<file path="src/rtl/cnn_pkg.sv">
// Shared fixed-point helpers and FSM encoding for the CNN datapath blocks.
package cnn_pkg;

    // Fractional bits of the Q format shared by activations, weights and biases.
    localparam int Q_FRAC = 4;

    // Width of the intermediate value handed to sat_q.
    localparam int SAT_IW = 64;

    typedef enum logic {
        COLLECT = 1'b0,
        COMPUTE = 1'b1
    } state_e;

    // Accumulator width: full-precision product plus enough growth bits for NIN terms.
    function automatic int acc_w(input int dw, input int nin);
        return 2 * dw + $clog2(nin) + 1;
    endfunction

    // Clamp a wide signed value to the signed range of a dw-bit result.
    // The caller keeps the low dw bits of the returned value.
    function automatic logic signed [SAT_IW-1:0] sat_q(input logic signed [SAT_IW-1:0] val,
                                                       input int dw);
        logic signed [SAT_IW-1:0] hi;
        logic signed [SAT_IW-1:0] lo;
        hi = (64'sd1 <<< (dw - 1)) - 64'sd1;
        lo = -(64'sd1 <<< (dw - 1));
        if (val > hi) begin
            return hi;
        end else if (val < lo) begin
            return lo;
        end
        return val;
    endfunction

endpackage

</file>
<file path="src/rtl/fc_layer_mac_unit.sv">
// Signed multiply-accumulate: acc <= 0 on clear, acc <= acc + a*b on enable.
module mac_unit #(
    parameter int DW   = 8,
    parameter int ACCW = 20
) (
    input  logic                   clk_i,
    input  logic                   rst_i,
    input  logic                   clr_i,
    input  logic                   en_i,
    input  logic signed [DW-1:0]   a_i,
    input  logic signed [DW-1:0]   b_i,
    output logic signed [ACCW-1:0] acc_o
);

    logic signed [2*DW-1:0] prod;
    logic signed [ACCW-1:0] acc_q;
    logic signed [ACCW-1:0] acc_d;

    // Full-precision product and next accumulator value; clear wins over enable.
    always_comb begin
        prod  = $signed({{DW{a_i[DW-1]}}, a_i}) * $signed({{DW{b_i[DW-1]}}, b_i});
        acc_d = acc_q;
        if (clr_i) begin
            acc_d = '0;
        end else if (en_i) begin
            acc_d = acc_q + {{(ACCW-2*DW){prod[2*DW-1]}}, prod};
        end
    end

    // Accumulator register with synchronous reset.
    always_ff @(posedge clk_i) begin
        if (rst_i) begin
            acc_q <= '0;
        end else begin
            acc_q <= acc_d;
        end
    end

    assign acc_o = acc_q;

endmodule

</file>
<file path="src/rtl/fc_layer.sv">
// Dense layer: buffers NIN activations, then evaluates NOUT neurons one MAC per cycle.
//
//   state   | meaning
//   --------+-----------------------------------------------------------------
//   COLLECT | in_ready high; each in_valid sample is stored at buf[in_cnt]
//   COMPUTE | per neuron a NIN+2 cycle window: clear, NIN MACs, emit result
module fc_layer
    import cnn_pkg::*;
#(
    parameter int dataWidth = 8,
    parameter int NIN       = 4,
    parameter int NOUT      = 2,
    parameter int FRAC      = Q_FRAC,
    parameter int WAW       = (NIN * NOUT > 1) ? $clog2(NIN * NOUT) : 1
) (
    input  logic                        clk,
    input  logic                        global_rst,
    input  logic signed [dataWidth-1:0] in_data,
    input  logic                        in_valid,
    output logic                        in_ready,
    output logic [WAW-1:0]              w_addr,
    input  logic signed [dataWidth-1:0] w_data,
    input  logic [NOUT*dataWidth-1:0]   bias,
    output logic signed [dataWidth-1:0] data_out,
    output logic                        valid_out,
    output logic                        done
);

    localparam int ACCW = acc_w(dataWidth, NIN);
    localparam int SW   = ACCW + 1;
    localparam int ICW  = (NIN > 1) ? $clog2(NIN) : 1;
    localparam int KW   = $clog2(NIN + 2);
    localparam int OW   = (NOUT > 1) ? $clog2(NOUT) : 1;

    localparam logic [ICW-1:0] IN_LAST = ICW'(NIN - 1);
    localparam logic [KW-1:0]  K_NIN   = KW'(NIN);
    localparam logic [KW-1:0]  K_LAST  = KW'(NIN + 1);
    localparam logic [OW-1:0]  O_LAST  = OW'(NOUT - 1);

    state_e                      state_q, state_d;
    logic [ICW-1:0]              in_cnt_q, in_cnt_d;
    logic [KW-1:0]               k_q, k_d;
    logic [OW-1:0]               o_q, o_d;
    logic [WAW-1:0]              addr_q, addr_d;
    logic signed [dataWidth-1:0] dout_q, dout_d;
    logic signed [dataWidth-1:0] act_buf_q [NIN];

    logic                        mac_clr;
    logic                        mac_en;
    logic [ICW-1:0]              rd_idx;
    logic signed [ACCW-1:0]      acc;
    logic [dataWidth-1:0]        bias_sel;
    logic signed [SW-1:0]        sum;
    logic signed [SW-1:0]        sum_sh;
    logic signed [SAT_IW-1:0]    sat_full;
    logic [SAT_IW-dataWidth-1:0] sat_unused;
    logic signed [dataWidth-1:0] result;

    // Window cycle k reads the activation that pairs with the weight addressed at k-1.
    assign rd_idx  = ICW'(k_q - KW'(1));
    assign mac_clr = (state_q == COMPUTE) && (k_q == '0);
    assign mac_en  = (state_q == COMPUTE) && (k_q != '0) && (k_q <= K_NIN);

    mac_unit #(
        .DW   (dataWidth),
        .ACCW (ACCW)
    ) u_mac (
        .clk_i (clk),
        .rst_i (global_rst),
        .clr_i (mac_clr),
        .en_i  (mac_en),
        .a_i   (act_buf_q[rd_idx]),
        .b_i   (w_data),
        .acc_o (acc)
    );

    // Bias aligned to the Q point, floor shift back, then clamp to the output range.
    always_comb begin
        bias_sel   = bias[int'(o_q) * dataWidth +: dataWidth];
        sum        = {acc[ACCW-1], acc}
                   + ({{(SW-dataWidth){bias_sel[dataWidth-1]}}, bias_sel} <<< FRAC);
        sum_sh     = sum >>> FRAC;
        sat_full   = sat_q({{(SAT_IW-SW){sum_sh[SW-1]}}, sum_sh}, dataWidth);
        result     = sat_full[dataWidth-1:0];
        sat_unused = sat_full[SAT_IW-1:dataWidth];
    end

    // Next-state logic for the counters and the combinational outputs.
    always_comb begin
        state_d   = state_q;
        in_cnt_d  = in_cnt_q;
        k_d       = k_q;
        o_d       = o_q;
        addr_d    = addr_q;
        dout_d    = dout_q;
        in_ready  = 1'b0;
        valid_out = 1'b0;
        done      = 1'b0;
        w_addr    = '0;
        data_out  = dout_q;
        case (state_q)
            COLLECT: begin
                in_ready = 1'b1;
                if (in_valid) begin
                    if (in_cnt_q == IN_LAST) begin
                        in_cnt_d = '0;
                        state_d  = COMPUTE;
                        k_d      = '0;
                        o_d      = '0;
                        addr_d   = '0;
                    end else begin
                        in_cnt_d = in_cnt_q + ICW'(1);
                    end
                end
            end
            COMPUTE: begin
                if (k_q < K_NIN) begin
                    w_addr = addr_q;
                    addr_d = addr_q + WAW'(1);
                end
                if (k_q == K_LAST) begin
                    valid_out = 1'b1;
                    data_out  = result;
                    dout_d    = result;
                    k_d       = '0;
                    if (o_q == O_LAST) begin
                        done    = 1'b1;
                        state_d = COLLECT;
                    end else begin
                        o_d = o_q + OW'(1);
                    end
                end else begin
                    k_d = k_q + KW'(1);
                end
            end
            default: begin
                state_d = COLLECT;
            end
        endcase
    end

    // Control state register; a reset anywhere abandons the current frame.
    always_ff @(posedge clk) begin
        if (global_rst) begin
            state_q  <= COLLECT;
            in_cnt_q <= '0;
            k_q      <= '0;
            o_q      <= '0;
            addr_q   <= '0;
            dout_q   <= '0;
        end else begin
            state_q  <= state_d;
            in_cnt_q <= in_cnt_d;
            k_q      <= k_d;
            o_q      <= o_d;
            addr_q   <= addr_d;
            dout_q   <= dout_d;
        end
    end

    // Activation buffer, written only while collecting; contents need no reset.
    always_ff @(posedge clk) begin
        if ((state_q == COLLECT) && in_valid) begin
            act_buf_q[in_cnt_q] <= in_data;
        end
    end

endmodule

</file>
<file path="config.mk">
export PLATFORM = sky130hd
export DESIGN_NAME = fc_layer
export DESIGN_NICKNAME = d
export VERILOG_FILES = /design/src/rtl/cnn_pkg.sv /design/src/rtl/fc_layer_mac_unit.sv /design/src/rtl/fc_layer.sv
export SDC_FILE = /design/constraint.sdc
export NUM_CORES = 1
export LEC_CHECK = 0
export BUFFER_PORTS_ARGS = -buffer_cell sky130_fd_sc_hd__buf_2
export CORE_ASPECT_RATIO = 0.8
export CORE_MARGIN = 2
export CORE_UTILIZATION = 60
export CTS_CLUSTER_DIAMETER = 200
export DETAILED_ROUTE_END_ITERATION = 12
export PLACE_DENSITY_LB_ADDON = 0.3
export SYNTH_ARGS = -nofsm -noshare
export SYNTH_HDL_FRONTEND = slang
export SYNTH_SLANG_ARGS = --single-unit
</file>
<file path="constraint.sdc">
create_clock -name clk -period 8.8 [get_ports clk]
set_input_delay 1.76 -clock clk [delete_from_list [all_inputs] [get_ports clk]]
set_output_delay 1.76 -clock clk [all_outputs]
set_load 0.05 [all_outputs]
</file>
==> Implementation_results.wiki, run 1 <==
{| class="wikitable"
! Metric !! Value
|-
| Remaining design rule violation count || 0
|-
| Count of input and output buffers || 48
|-
| Crit path launch type || flip-flop
|-
| Routability Congestion || 0.872
|-
| Inserted Clock Buffers || 9
|-
| Run status || finished clean
|-
| Setup repair after global routing missed its margin || false
|-
| All-Layer GR Usage || 0.243
|-
| Post-cts sizing count || 0
|-
| Area grow syn2layout || 9.31%
|-
| Top Family by Delay on Critical Path || adder cells
|-
| Latest clock arrival within the worst-skew pair || 340 ps
|-
| NumNets Final || 979
|-
| Fin Setup TNS || 0 ps
|-
| Most frequent cell on the critical path || sky130_fd_sc_hd__inv_1
|-
| Setup CP Type || reg2reg
|-
| Utilization of the core after routing || 0.677
|-
| Total of max-cap violations || 0
|-
| Number of standard cells in the final layout excluding fillers || 968
|-
| Period utilization || 0.835
|-
| Wire length of the first global-routing pass || 25400 um
|-
| DR vias || 5506
|-
| Power per cell area || 202 mW/mm^2
|-
| Fraction of layout instances using a drive strength above 1 || 0.126
|-
| Width of the die || 126 um
|-
| Hold WC Path Type || reg2reg
|-
| Clock input transition at the sequential cells of the worst setup and hold paths || 70 ps
|-
| Number of placement rows || 35
|-
| Area share of the largest cell type after synthesis || 0.159
|-
| Fill cell total of the finished layout || 923
|-
| Final setup skew || 12.6 ps
|-
| Top cells by area in the synthesized netlist || sky130_fd_sc_hd__fa_1 16%, sky130_fd_sc_hd__edfxtp_1 13%, sky130_fd_sc_hd__ha_1 13%, sky130_fd_sc_hd__dfxtp_1 10%, sky130_fd_sc_hd__inv_1 5.6%
|-
| Post-route total power || 1580 uW
|-
| Fin worst setup slack || 1450 ps
|-
| Core footprint || 0.0116 mm^2
|-
| Io pins || 49
|-
| HPWL after detailed placement || 11600 um
|-
| Iter 0 DRT Violations || 253
|-
| Crit path buffers/inverters || 6
|-
| Number of search-and-repair iterations in the first detailed-routing pass || 4
|-
| Maximum fanout encountered on the critical timing path || 13
|-
| Fmax || 136 MHz
|-
| Post-route ant nets || 0
|-
| Max stage delay cell, worst path || sky130_fd_sc_hd__fa_1
|-
| Cell leakage power || 0.00355 uW
|-
| Synthesis-stage register bit count || 69
|-
| Sink Count || 69
|-
| Residual overflow from global routing || 0
|-
| Initial antenna violation count || 0
|-
| Post-CTS setup-driven buffer insertion count || 0
|-
| Vias per cell || 5.69
|-
| Headroom to the max-slew limit || 0.512
|-
| Unique cell type count in the Yosys netlist || 62
|-
| Initial core utilization || 0.619
|-
| Slowest stage delay, CP || 530 ps
|-
| Area of the multi-input gates || 0.00496 mm^2
|-
| Required time of the worst setup path || 9060 ps
|-
| Number of pins exceeding their max-slew limit in the final report || 0
|-
| Maximum number of pins on one net before global-route repair || 25
|-
| Detailed-route wire length || 14700 um
|-
| Vias in the first global route || 5402
|-
| Worst setup slack after placement || 1240 ps
|-
| Arrival time worst endpoint || 7610 ps
|-
| Placed Instances || 952
|-
| Hold buffer count at CTS || 0
|-
| Sequential cell area || 0.00170 mm^2
|-
| Number of H-tree levels || 3
|-
| Setup violations, final || 0
|-
| Synthesized net count || 938
|-
| Clock tree from TritonCTS || done
|-
| Root Driver || sky130_fd_sc_hd__clkbuf_16
|-
| Maximum resistive drop on vdd || 0.140 mV
|-
| Most used DFF post-synth || sky130_fd_sc_hd__dfxtp_1
|-
| Period minus WS final || 7350 ps
|-
| Crit path capture type || flip-flop
|-
| Height of the die || 102 um
|-
| Number of failing hold endpoints at the final stage || 0
|-
| Proportion of synthesized chip area in sequential cells || 0.238
|-
| Average cell area after synthesis || 9.25 um^2
|-
| Leading area contributor after synthesis || sky130_fd_sc_hd__fa_1
|-
| Number of buffers on the longest clock path || 2
|-
| Number of enable flip-flop cells after synthesis || 32
|-
| Worst Tran Pin Value || 729 ps
|-
| Synthesized cell area || 0.00716 mm^2
|-
| Count of warnings emitted by yosys || 0
|-
| Async SR Flop Fraction || 0
|-
| Average detailed-routed wire length per instance || 15.2 um
|-
| Instance count of the mapped netlist || 774
|-
| Full die area || 0.0128 mm^2
|-
| Antenna Diode Count || 0
|}
==> power breakdown <==
part           internal (uW)  switching [uW]  total [uW]  leakage (uW)
Combinational            370             474         844       0.00281
Clock                    249             142         392      0.000156
Sequential               343            2.07         345      0.000592
==> worst register-to-register path: cells and delay by family (launching register included) <==
family | cells | cell delay, ps
AND/OR/NAND/NOR | 7 | 1140
XOR/XNOR | 2 | 220
multiplexers | 1 | 480
AO/OA/AOI/OAI | 6 | 1420
flip-flops | 1 | 300
buffers and inverters | 6 | 550
adder cells (fa/ha/maj) | 7 | 3140
==> cells in the mapped netlist, drive strengths merged (4+ instances only) <==
library cell,instances
a21o,10
o21bai,5
and3,6
mux4,8
mux2,12
or2,4
dfxtp,37
nor2,54
o22ai,8
a211oi,16
o21ai,25
inv,106
o21a,6
edfxtp,32
o32ai,7
clkbuf,13
o211ai,6
or3,4
nand2,64
and2,55
nand3,12
a21oi,46
xor2,14
a31oi,4
ha,72
fa,57
xnor2,27
buf,7
nor3,10
nor2b,10
==> logic make-up (layout without fill, tap and decap cells) <==
logic type,after synthesis,after routing,share of synthesized area
AND/OR/NAND/NOR,230,230,0.158
XOR/XNOR,41,41,0.0501
adder cells (fa/ha/maj),129,129,0.285
multiplexers,23,23,0.0482
flip-flops,69,69,0.238
buffers and inverters,126,172,0.0692
AO/OA/AOI/OAI,156,156,0.151
==> cell type report <==
class                   instances  area share
multi-input cells             579       0.634
flip-flops and latches         69       0.217
inverters                     106      0.0508
repair buffers                 50      0.0326
clock buffers                   9      0.0288
well taps                     148      0.0237
clock inverters                 7      0.0126
==> state kept, by name, indices dropped and copies added (netlist names) <==
signal	flops
act_buf_q	32
addr_q	3
dout_q	8
in_cnt_q	2
k_q	3
o_q	1
state_q	1
u_mac.acc_o	19
==> path summary, 6_finish.rpt <==
| check | from | end | slack (ps) | depth (start not counted) |
|---|---|---|---|---|
| max | k_q[0] | u_mac.acc_o[18] | 1450 | 29 |
| min | u_mac.acc_o[0] | u_mac.acc_o[0] | 460 | 2 |
| max reg2reg | k_q[0] | u_mac.acc_o[18] | 1450 | 29 |
| min reg2reg | u_mac.acc_o[0] | u_mac.acc_o[0] | 460 | 2 |
==> routing by layer <==
| layer | wire [um] | GRT usage | vias to the layer above |
|---|---|---|---|
| met5 | 0 | 0 | - |
| li1 | - | - | 2733 |
| met1 | 6910 | 0.333 | 2682 |
| met3 | 455 | 0.0354 | 15 |
| met4 | 180 | 0.0626 | 0 |
| met2 | 7170 | 0.410 | 76 |
==> cells in the final DEF, fill, tap and decap left out, types with 7 or more instances in the layout <==
master                      instances
sky130_fd_sc_hd__o32ai_1            7
sky130_fd_sc_hd__fa_1              57
sky130_fd_sc_hd__nor2b_1           10
sky130_fd_sc_hd__nand3_1           12
sky130_fd_sc_hd__inv_1            106
sky130_fd_sc_hd__dfxtp_1           37
sky130_fd_sc_hd__mux4_2             8
sky130_fd_sc_hd__nor2_1            53
sky130_fd_sc_hd__mux2_2            12
sky130_fd_sc_hd__o21ai_0           19
sky130_fd_sc_hd__a21oi_1           46
sky130_fd_sc_hd__nand2_1           64
sky130_fd_sc_hd__xor2_1            14
sky130_fd_sc_hd__clkbuf_16          9
sky130_fd_sc_hd__xnor2_1           27
sky130_fd_sc_hd__edfxtp_1          32
sky130_fd_sc_hd__a21o_1            10
sky130_fd_sc_hd__ha_1              72
sky130_fd_sc_hd__and2_1            55
sky130_fd_sc_hd__buf_2             48
sky130_fd_sc_hd__a211oi_1          14
sky130_fd_sc_hd__nor3_1            10
==> through the flow <==
step	hold slack [ps]	instance area [um^2]
6_report	464	7830
5_1_grt	494	7830
4_1_cts	463	7830
3_5_place_dp	454	7500
3_3_place_gp	449	7500
2_1_floorplan	441	7160
(Power assumes the default switching activity.)
==> run 2, diff against run 1 <==
CORE_UTILIZATION = 57   (was 60)
clock period = 6.7 ns   (was 8.8 ns; I/O delays follow)
==> Implementation_results.wiki, run 2 (synthesis gave the netlist of run 1 again) <==
{| class="wikitable"
! Metric !! Value
|-
| Most frequent standard cell in the layout excluding fill and tap cells || sky130_fd_sc_hd__inv_1
|-
| NumNets Final || 1035
|-
| Setup violations, final || 0
|-
| Io pins || 49
|-
| Maximum fanout encountered on the critical timing path || 8
|-
| Total of max-cap violations || 0
|-
| Core footprint || 0.0122 mm^2
|-
| Clock input transition at the sequential cells of the worst setup and hold paths || 60 ps
|-
| Iter 0 DRT Violations || 282
|-
| HPWL after detailed placement || 13100 um
|-
| Fmax || 152 MHz
|-
| Area of the multi-input gates || 0.00514 mm^2
|-
| DR vias || 5837
|-
| Initial antenna violation count || 0
|-
| Layer with the highest usage after global routing || met1
|-
| Vias in the first global route || 5607
|-
| Crit path capture type || flip-flop
|-
| Area grow syn2layout || 18.9%
|-
| Number of placement rows || 36
|-
| Crit path from || k_q[0]
|-
| Placed Instances || 1029
|-
| FF-to-FF setup slack || 130 ps
|-
| Fill cell total of the finished layout || 889
|-
| Number of standard cells in the final layout excluding fillers || 1047
|-
| Wire length of the first global-routing pass || 26800 um
|-
| Maximum resistive drop on vdd || 0.200 mV
|-
| Power per cell area || 289 mW/mm^2
|-
| Depth of the worst hold-timing path || 2
|-
| Post-route ant nets || 0
|-
| Headroom to the max-slew limit || 0.523
|-
| Number of failing hold endpoints at the final stage || 0
|-
| Count of input and output buffers || 48
|-
| Final setup skew || 11.2 ps
|-
| Hold buffer count at CTS || 0
|-
| Maximum number of pins on one net before global-route repair || 25
|-
| End of the worst register-to-register path || u_mac.acc_o[18]
|-
| Period minus WS final || 6570 ps
|-
| Met2 Track Usage GR || 0.379
|-
| Min Hold Slack || 466 ps
|-
| Cell area after layout || 0.00851 mm^2
|-
| Number of search-and-repair iterations in the first detailed-routing pass || 5
|-
| Inserted Clock Buffers || 9
|-
| Routability Congestion || 0.945
|-
| Cell leakage power || 0.00388 uW
|-
| Width of the die || 129 um
|-
| Initial core utilization || 0.587
|-
| Number of buffers on the longest clock path || 2
|-
| Register containing the most flip-flops in the final layout || act_buf_q
|-
| Full die area || 0.0135 mm^2
|-
| All-Layer GR Usage || 0.251
|-
| Root Driver || sky130_fd_sc_hd__clkbuf_16
|-
| FF-to-FF path depth || 24
|-
| Height of the die || 104 um
|-
| Vias per cell || 5.57
|-
| Utilization of the core after routing || 0.697
|-
| Routing usage on met3 || 0.0355
|-
| Arrival time worst endpoint || 6830 ps
|-
| Setup CP Type || reg2reg
|-
| Remaining design rule violation count || 0
|-
| Commonest cells after routing, fill and taps aside || 106 x sky130_fd_sc_hd__inv_1, 67 x sky130_fd_sc_hd__ha_1, 63 x sky130_fd_sc_hd__nand2_1
|-
| Reg-to-reg startpoint || k_q[0]
|-
| Number of flip-flops under the largest register name || 32
|-
| Setup repair after global routing missed its margin || true
|-
| Antenna Diode Count || 0
|-
| Required time of the worst setup path || 6960 ps
|-
| Average detailed-routed wire length per instance || 15.7 um
|-
| Run status || finished clean
|-
| Sink Count || 69
|-
| Worst Tran Pin Value || 715 ps
|-
| Worst hold start || dout_q[7]
|-
| Sequential cell area || 0.00170 mm^2
|-
| Number of pins exceeding their max-slew limit in the final report || 0
|-
| Met1 routing resource usage after global routing || 0.380
|-
| Hold WC Path Type || reg2reg
|-
| Latest clock arrival within the worst-skew pair || 340 ps
|-
| Area after detailed placement || 0.00798 mm^2
|-
| Period utilization || 0.981
|-
| Clock tree from TritonCTS || done
|-
| Hold Path Sink || dout_q[7]
|-
| Fraction of layout instances using a drive strength above 1 || 0.218
|-
| Crit path launch type || flip-flop
|-
| Residual overflow from global routing || 0
|-
| Number of H-tree levels || 3
|-
| Detailed-route wire length || 16500 um
|}
run 2: changes by cell type in the layout (fill, tap and decap cells not counted), sizes merged:
cell	delta
clkinv	-3
buf	+56
inv	+3
run 2: what timing repair did:
action / CTS / global route
setup endpoints to repair: 2 / 5
setup buffers: 1 / 1
cloned: 0 / 0
resized for setup: 6 / 32
pin swaps: 1 / 20
run 2: critical path, stage by stage (launching register included):
cell and delay, ps:
sky130_fd_sc_hd__dfxtp_2 330, sky130_fd_sc_hd__inv_1 80, sky130_fd_sc_hd__ha_4 280, sky130_fd_sc_hd__buf_12 120, sky130_fd_sc_hd__mux4_2 380, sky130_fd_sc_hd__buf_4 180, sky130_fd_sc_hd__and2_1 160, sky130_fd_sc_hd__fa_1 460
sky130_fd_sc_hd__fa_1 530, sky130_fd_sc_hd__fa_1 540, sky130_fd_sc_hd__inv_1 50, sky130_fd_sc_hd__fa_1 520, sky130_fd_sc_hd__inv_1 40, sky130_fd_sc_hd__ha_1 220, sky130_fd_sc_hd__or3_4 340, sky130_fd_sc_hd__o211ai_1 300
sky130_fd_sc_hd__a31oi_2 170, sky130_fd_sc_hd__xnor2_2 170, sky130_fd_sc_hd__ha_2 220, sky130_fd_sc_hd__or3_1 380, sky130_fd_sc_hd__a211o_1 270, sky130_fd_sc_hd__a41oi_2 160, sky130_fd_sc_hd__xor2_1 110, sky130_fd_sc_hd__or3_1 310
sky130_fd_sc_hd__a21oi_1 130
run 2: routing by layer:
layer  up-vias  wire, um
met1      2846      7940
met4         0       170
met5         -         0
li1       2849         -
met3        14       747
met2       128      7620
run 2: worst max path at each step:
stage,endpoint,slack (ps),cells after the start
after global placement,u_mac.acc_o[17],-210,25
final,u_mac.acc_o[18],130,24
after global routing,u_mac.acc_o[18],-100,26
after floorplan,u_mac.acc_o[18],3,26
after detailed placement,u_mac.acc_o[17],-310,24
after CTS,u_mac.acc_o[17],20,30
run 2: cell type report:
type                       count  area share
multi-input combinational    579       0.604
sequential                    69       0.200
timing repair buffer         106      0.0851
inverter                     106      0.0467
clock buffer                   9      0.0265
tap                          171      0.0251
clock inverter                 7      0.0123
run 2: power by group:
group          switching, uW  total (uW)  internal [uW]  leakage (uW)
Clock                    196         528            332      0.000159
Sequential              2.96         453            450      0.000593
Combinational            764        1480            714       0.00313
Total                    963        2460           1500       0.00388
run 2: through the flow:
step	power (uW)	TNS, ps	worst slack [ps]
final	2460	0	128
after global routing	2640	-125	-96.8
after CTS	2340	0	18.4
after detailed placement	1790	-541	-307
after global placement	1750	-285	-213
after floorplan	1370	0	3.05
